### config.mk
export PLATFORM = sky130hd
export DESIGN_NAME = alarm_sequencer
export DESIGN_NICKNAME = d
export VERILOG_FILES = /design/src/rtl/alarm_sequencer.sv
export SDC_FILE = /design/constraint.sdc
export NUM_CORES = 1
export LEC_CHECK = 0
export ABC_AREA = 1
export BUFFER_PORTS_ARGS = -buffer_cell sky130_fd_sc_hd__buf_2
export CAP_MARGIN = 20
export CORE_MARGIN = 2
export CORE_UTILIZATION = 34
export CTS_CLUSTER_SIZE = 25
export DETAILED_ROUTE_END_ITERATION = 6
export PLACE_DENSITY = 0.63
export SLEW_MARGIN = 0
export SYNTH_ARGS = -nofsm -noshare
export SYNTH_HDL_FRONTEND = slang
export SYNTH_SLANG_ARGS = --single-unit
### constraint.sdc
create_clock -name clk -period 4.3 [get_ports clk]
set_input_delay 0 -clock clk [delete_from_list [all_inputs] [get_ports clk]]
set_output_delay 0 -clock clk [all_outputs]
set_load 0.05 [all_outputs]
### src/rtl/alarm_sequencer.sv
// alarm_sequencer: supervisory front-end for the alarm FSM.
// Turns raw sensor samples into debounced, hysteretic aviso/alarma/vent
// requests, runs the siren cadence and holds the fan on for a minimum time.
module alarm_sequencer #(
  parameter int W          = 8,
  parameter int WARN_TH    = 100,
  parameter int ALARM_TH   = 180,
  parameter int HYST       = 10,
  parameter int DEB        = 4,
  parameter int FAN_MIN    = 16,
  parameter int SIREN_HALF = 4
) (
  input  logic         clk,
  input  logic         reset,
  input  logic         EN,
  input  logic [W-1:0] sensor,
  input  logic         sample_valid,
  input  logic         ack,
  output logic         aviso,
  output logic         alarma,
  output logic         vent,
  output logic         fan_on,
  output logic         siren,
  output logic [2:0]   st
);

  // Every counter shares one width, large enough for the biggest limit.
  localparam int CMAX_A = (DEB > FAN_MIN) ? DEB : FAN_MIN;
  localparam int CMAX   = (CMAX_A > 2 * SIREN_HALF) ? CMAX_A : 2 * SIREN_HALF;
  localparam int CW     = $clog2(CMAX + 1);

  localparam logic [CW-1:0] DEB_C        = CW'(DEB);
  localparam logic [CW-1:0] FAN_LAST     = CW'(FAN_MIN - 1);
  localparam logic [CW-1:0] SIREN_HALF_C = CW'(SIREN_HALF);
  localparam logic [CW-1:0] SIREN_LAST   = CW'(2 * SIREN_HALF - 1);

  // Entry thresholds and the lower release thresholds (hysteresis band).
  localparam logic [W-1:0] WARN_C  = W'(WARN_TH);
  localparam logic [W-1:0] ALARM_C = W'(ALARM_TH);
  localparam logic [W-1:0] WREL_C  = W'(WARN_TH - HYST);
  localparam logic [W-1:0] AREL_C  = W'(ALARM_TH - HYST);

  typedef enum logic [2:0] {
    IDLE     = 3'd0,
    MONITOR  = 3'd1,
    WARN     = 3'd2,
    ALARM    = 3'd3,
    VENT     = 3'd4,
    COOLDOWN = 3'd5
  } state_t;

  state_t        state, nxt_state;
  logic [CW-1:0] deb_cnt, rel_cnt, fan_tmr, siren_cnt;
  logic [CW-1:0] nxt_deb, nxt_rel, nxt_fan, nxt_siren;
  logic [CW-1:0] deb_inc, rel_inc, fan_inc, siren_step;
  logic          warn_hit, alarm_hit, below_wrel, below_arel;

  // Saturating increment so no counter can ever wrap back to zero.
  function automatic logic [CW-1:0] sat_inc(input logic [CW-1:0] v,
                                            input logic [CW-1:0] lim);
    return (v >= lim) ? lim : v + CW'(1);
  endfunction

  assign warn_hit   = (sensor >= WARN_C);
  assign alarm_hit  = (sensor >= ALARM_C);
  assign below_wrel = (sensor < WREL_C);
  assign below_arel = (sensor < AREL_C);

  assign deb_inc    = sat_inc(deb_cnt, DEB_C);
  assign rel_inc    = sat_inc(rel_cnt, DEB_C);
  assign fan_inc    = sat_inc(fan_tmr, FAN_LAST);
  assign siren_step = (siren_cnt >= SIREN_LAST) ? '0 : siren_cnt + CW'(1);

  // Next-state and next-counter logic; a state change wipes every counter.
  always_comb begin
    nxt_state = state;
    nxt_deb   = deb_cnt;
    nxt_rel   = rel_cnt;
    nxt_fan   = fan_tmr;
    nxt_siren = siren_cnt;

    if (!EN) begin
      nxt_state = IDLE;
    end else begin
      case (state)
        IDLE: begin
          nxt_state = MONITOR;
        end

        MONITOR: begin
          if (sample_valid) begin
            if (warn_hit) begin
              nxt_deb = deb_inc;
              if (deb_inc >= DEB_C) nxt_state = WARN;
            end else begin
              nxt_deb = '0;
            end
          end
        end

        // deb_cnt tracks the alarm path, rel_cnt the release path.
        WARN: begin
          if (sample_valid) begin
            if (alarm_hit) begin
              nxt_deb = deb_inc;
              nxt_rel = '0;
              if (deb_inc >= DEB_C) nxt_state = ALARM;
            end else if (below_wrel) begin
              nxt_rel = rel_inc;
              nxt_deb = '0;
              if (rel_inc >= DEB_C) nxt_state = MONITOR;
            end else begin
              nxt_deb = '0;
              nxt_rel = '0;
            end
          end
        end

        // Only an operator acknowledge leaves ALARM; samples are ignored.
        ALARM: begin
          nxt_siren = siren_step;
          if (ack) nxt_state = VENT;
        end

        // Leave once both the fan minimum and the debounced release are met.
        VENT: begin
          nxt_siren = siren_step;
          nxt_fan   = fan_inc;
          if (sample_valid) begin
            nxt_deb = below_arel ? deb_inc : '0;
          end
          if ((nxt_deb >= DEB_C) && (fan_tmr == FAN_LAST)) nxt_state = COOLDOWN;
        end

        // A single high sample re-arms the alarm before the timer runs out.
        COOLDOWN: begin
          nxt_fan = fan_inc;
          if (sample_valid && alarm_hit) begin
            nxt_state = ALARM;
          end else if (fan_tmr == FAN_LAST) begin
            nxt_state = MONITOR;
          end
        end

        default: begin
          nxt_state = IDLE;
        end
      endcase
    end

    if (nxt_state != state) begin
      nxt_deb   = '0;
      nxt_rel   = '0;
      nxt_fan   = '0;
      nxt_siren = '0;
    end
  end

  // State, counters and outputs; outputs are decoded from the upcoming state
  // so they line up with the new state right after the transition edge.
  always_ff @(posedge clk) begin
    if (reset) begin
      state     <= IDLE;
      deb_cnt   <= '0;
      rel_cnt   <= '0;
      fan_tmr   <= '0;
      siren_cnt <= '0;
      aviso     <= 1'b0;
      alarma    <= 1'b0;
      vent      <= 1'b0;
      fan_on    <= 1'b0;
      siren     <= 1'b0;
    end else begin
      state     <= nxt_state;
      deb_cnt   <= nxt_deb;
      rel_cnt   <= nxt_rel;
      fan_tmr   <= nxt_fan;
      siren_cnt <= nxt_siren;
      aviso     <= (nxt_state == WARN);
      alarma    <= (nxt_state == ALARM) || (nxt_state == VENT);
      vent      <= (nxt_state == VENT);
      fan_on    <= (nxt_state == VENT) || (nxt_state == COOLDOWN);
      siren     <= ((nxt_state == ALARM) || (nxt_state == VENT)) &&
                   (nxt_siren < SIREN_HALF_C);
    end
  end

  assign st = state;

endmodule

==> metrics.cfg <==
[synth]
yosysTopAreaCellShare_pct = 33.6
avgSynthCellArea_sq_um = 6.65
netlist_instances = 251
yosysWarnings = 0
ys_types = 26
syn_area_sq_um = 1670
yosysTopAreaCell = dfxtp_1
async_flop_share_pct = 0
ys_seq_area_share_pct = 33.6
ys_ff_latch = 28
synth_top_flop_cell = dfxtp_1
synth_edf_count = 0
synth_top_cells_by_area = dfxtp_1 (34%), nand2_1 (12%), inv_1 (8.8%), nor2_2 (8.6%), nor2_1 (6.7%)
synth_fp_nets = 271

[floorplanning]
initial_core_util_pct = 35.4
coreArea_sq_um = 4720
ios = 21
die_y_um = 74.1
dieWidth_um = 74.1
die_area_sq_um = 5490
num_rows = 25

[run_status]
status = finished clean

[final_layout]
layout_commonest_cell = nand2_1
drive_gt1_share_pct = 23.2
fillers = 517
final_cells = 338
final_cell_mix = nand2_1 (55), inv_1 (39), nor2_1 (30), dfxtp_1 (28), nor2_2 (23)
nNetsFinal = 292
area_growth_pct = 13.5
num_antenna_cells = 0

[sta]
rsz0062_at_grt = no
fin_ws_ns = 2.00
fin_tns_setup_ns = 0
fmax_mhz = 435
hold_viol_final = 0
finalSetupViolCount = 0
finClkSkew_ns = 0.00367
slew_headroom_pct = 58.7
slew_viol_final = 0
tightest_slew_ns = 0.619
fin_crit_sh_pct = 53.5
fin_crit_ns = 2.30

[global_route]
grt_pass1_vias = 1283
antenna_found_initial = 0
grt_pass1_wl_mm = 5.26
grt_max_degree = 21
globalRouteOverflowTotal = 0
grtUsageTotal_pct = 12.1

[critical_path]
worst-path-stages = 13
critPathKind = reg2reg
slowest_delay_ns = 0.49
path_cells = ha_1 > nand2_1 > nor2_1 > ha_1 > inv_1 > nand2_1 > o21ai_2 > nand2_2 > nand2_1 > nand2_1 > nor2_2 > nand3_2 > nor2_2
r2r_start = fan_tmr[0]
critPathMaxFanout = 20
endpoint_kind = flop
timing.critical_path.from = fan_tmr[0]
path_buf_inv = 1
cpMostUsedCell = nand2_1
crit_arrival_ns = 2.51
reg2reg_to = deb_cnt[0]
crit_path_start_kind = flop
rrSetupSlack_ns = 2.00
reg2reg_depth = 13
worstPathRequired_ns = 4.51
crit_slowest_cell = nand3_2
cpLargestDelayFamily = simple AND/OR/NAND/NOR gates

[min_path]
holdPathStages = 3
min_to = st[2]
worst_hold_path_type = in2reg
min_from = EN

[power_and_ir_drop]
ir_worst_vdd_v = 0.000109
p_leak_nw = 0.876
p_per_area_nw_per_um2 = 270

[clock_tree]
h-tree-depth = 1
cts_buffers = 3
clkLatencyLatePin_ns = 0.27
cts_tree = yes
root_buffer = clkbuf_8
cts_setup_buffers = 0
cts_resized = 0
postCtsHoldBufs = 1
max-clock-path-buffers = 2
numClockSinks = 28
path_clk_slew_ns = 0.10

[run]
drv_cap = 0

[routing]
viasPerCell = 4.43
dr_total_vias = 1497
wl_per_cell_um = 8.95
antenna_left = 0
routed_wl_mm = 3.03
drt_iter0_markers = 61
route.detailed.drc = 0
first_pass_iters = 4

[placed_design]
globalplace.congestion = 0.827
dp.cells = 333
pre_cts_slack_ns = 1.99
dpl.hpwl_mm = 2.38
port_buffers = 19

-- layout make-up --
type	instances	area [sq um]	share of cell area [%]
Multi-Input combinational cell	175	910	48.0
Sequential cell	28	561	29.6
Inverter	44	165	8.71
Timing Repair Buffer	20	105	5.54
Tap cell	67	83.8	4.42
Clock buffer	3	41.3	2.18
Clock inverter	1	30.0	1.58
-- power breakdown --
part	leakage (nW)	switching (mW)	internal, mW
registers	0.226	0.00131	0.260
clock network	0.0357	0.0823	0.125
logic	0.615	0.0305	0.0131
-- kinds of logic after synthesis --
kind of cell | count (synthesis) | share of synthesized area [%]
and+or+nand+nor | 141 | 39.9
buffers and inverters | 48 | 12.0
DFF | 28 | 33.6
AOI/OAI and AO/OA | 26 | 8.84
adders and majority gates | 7 | 5.24
xor gates and xnor gates | 1 | 0.524
-- how the worst max path moves through the flow --
stage                            end  slack, ns
final                     deb_cnt[0]       2.00
after detailed placement  deb_cnt[0]       1.99
after CTS                 deb_cnt[0]       1.93
after floorplan           deb_cnt[0]       2.34
after global placement    deb_cnt[0]       2.01
after global routing      deb_cnt[0]       1.72
-- layer usage --
layer  share of wire [%]  GRT usage (%)
met3                 3.6           2.03
met4                 2.1           5.45
met5                   0              0
met2                  45           19.8
met1                  49           15.5
-- Yosys cell counts, types with 4 or more instances --
master / n
a21oi_1: 9
ha_1: 7
nor2_2: 23
dfxtp_1: 28
o21ai_0: 8
nand2_1: 55
nor2_1: 30
nand2_2: 5
inv_2: 5
nand3_1: 15
nand4_1: 4
inv_1: 39
nor3_1: 4
-- sequential cells by signal, indices dropped and copies added (netlist names) --
name       cells
deb_cnt        5
fan_tmr        5
rel_cnt        5
siren_cnt      5
st             3
alarma         1
aviso          1
fan_on         1
siren          1
vent           1
-- tightest hold or removal path, stage by stage --
cell,delay [ns]
buf_2,0.16
nand2_2,0.10
nor2_1,0.04
-- per-stage QoR --
step           area (sq um)  power, mW  hold slack (ns)  utilization, %
2_1_floorplan          1670      0.301           0.0724               -
3_3_place_gp           1810      0.310            0.242            38.4
3_5_place_dp           1810      0.311            0.239            38.4
4_1_cts                1900      0.518           0.0523            40.1
5_1_grt                1900      0.534           0.0735            40.1
6_report               1900      0.512           0.0616            40.1
Power figures use the tool's default switching activity.
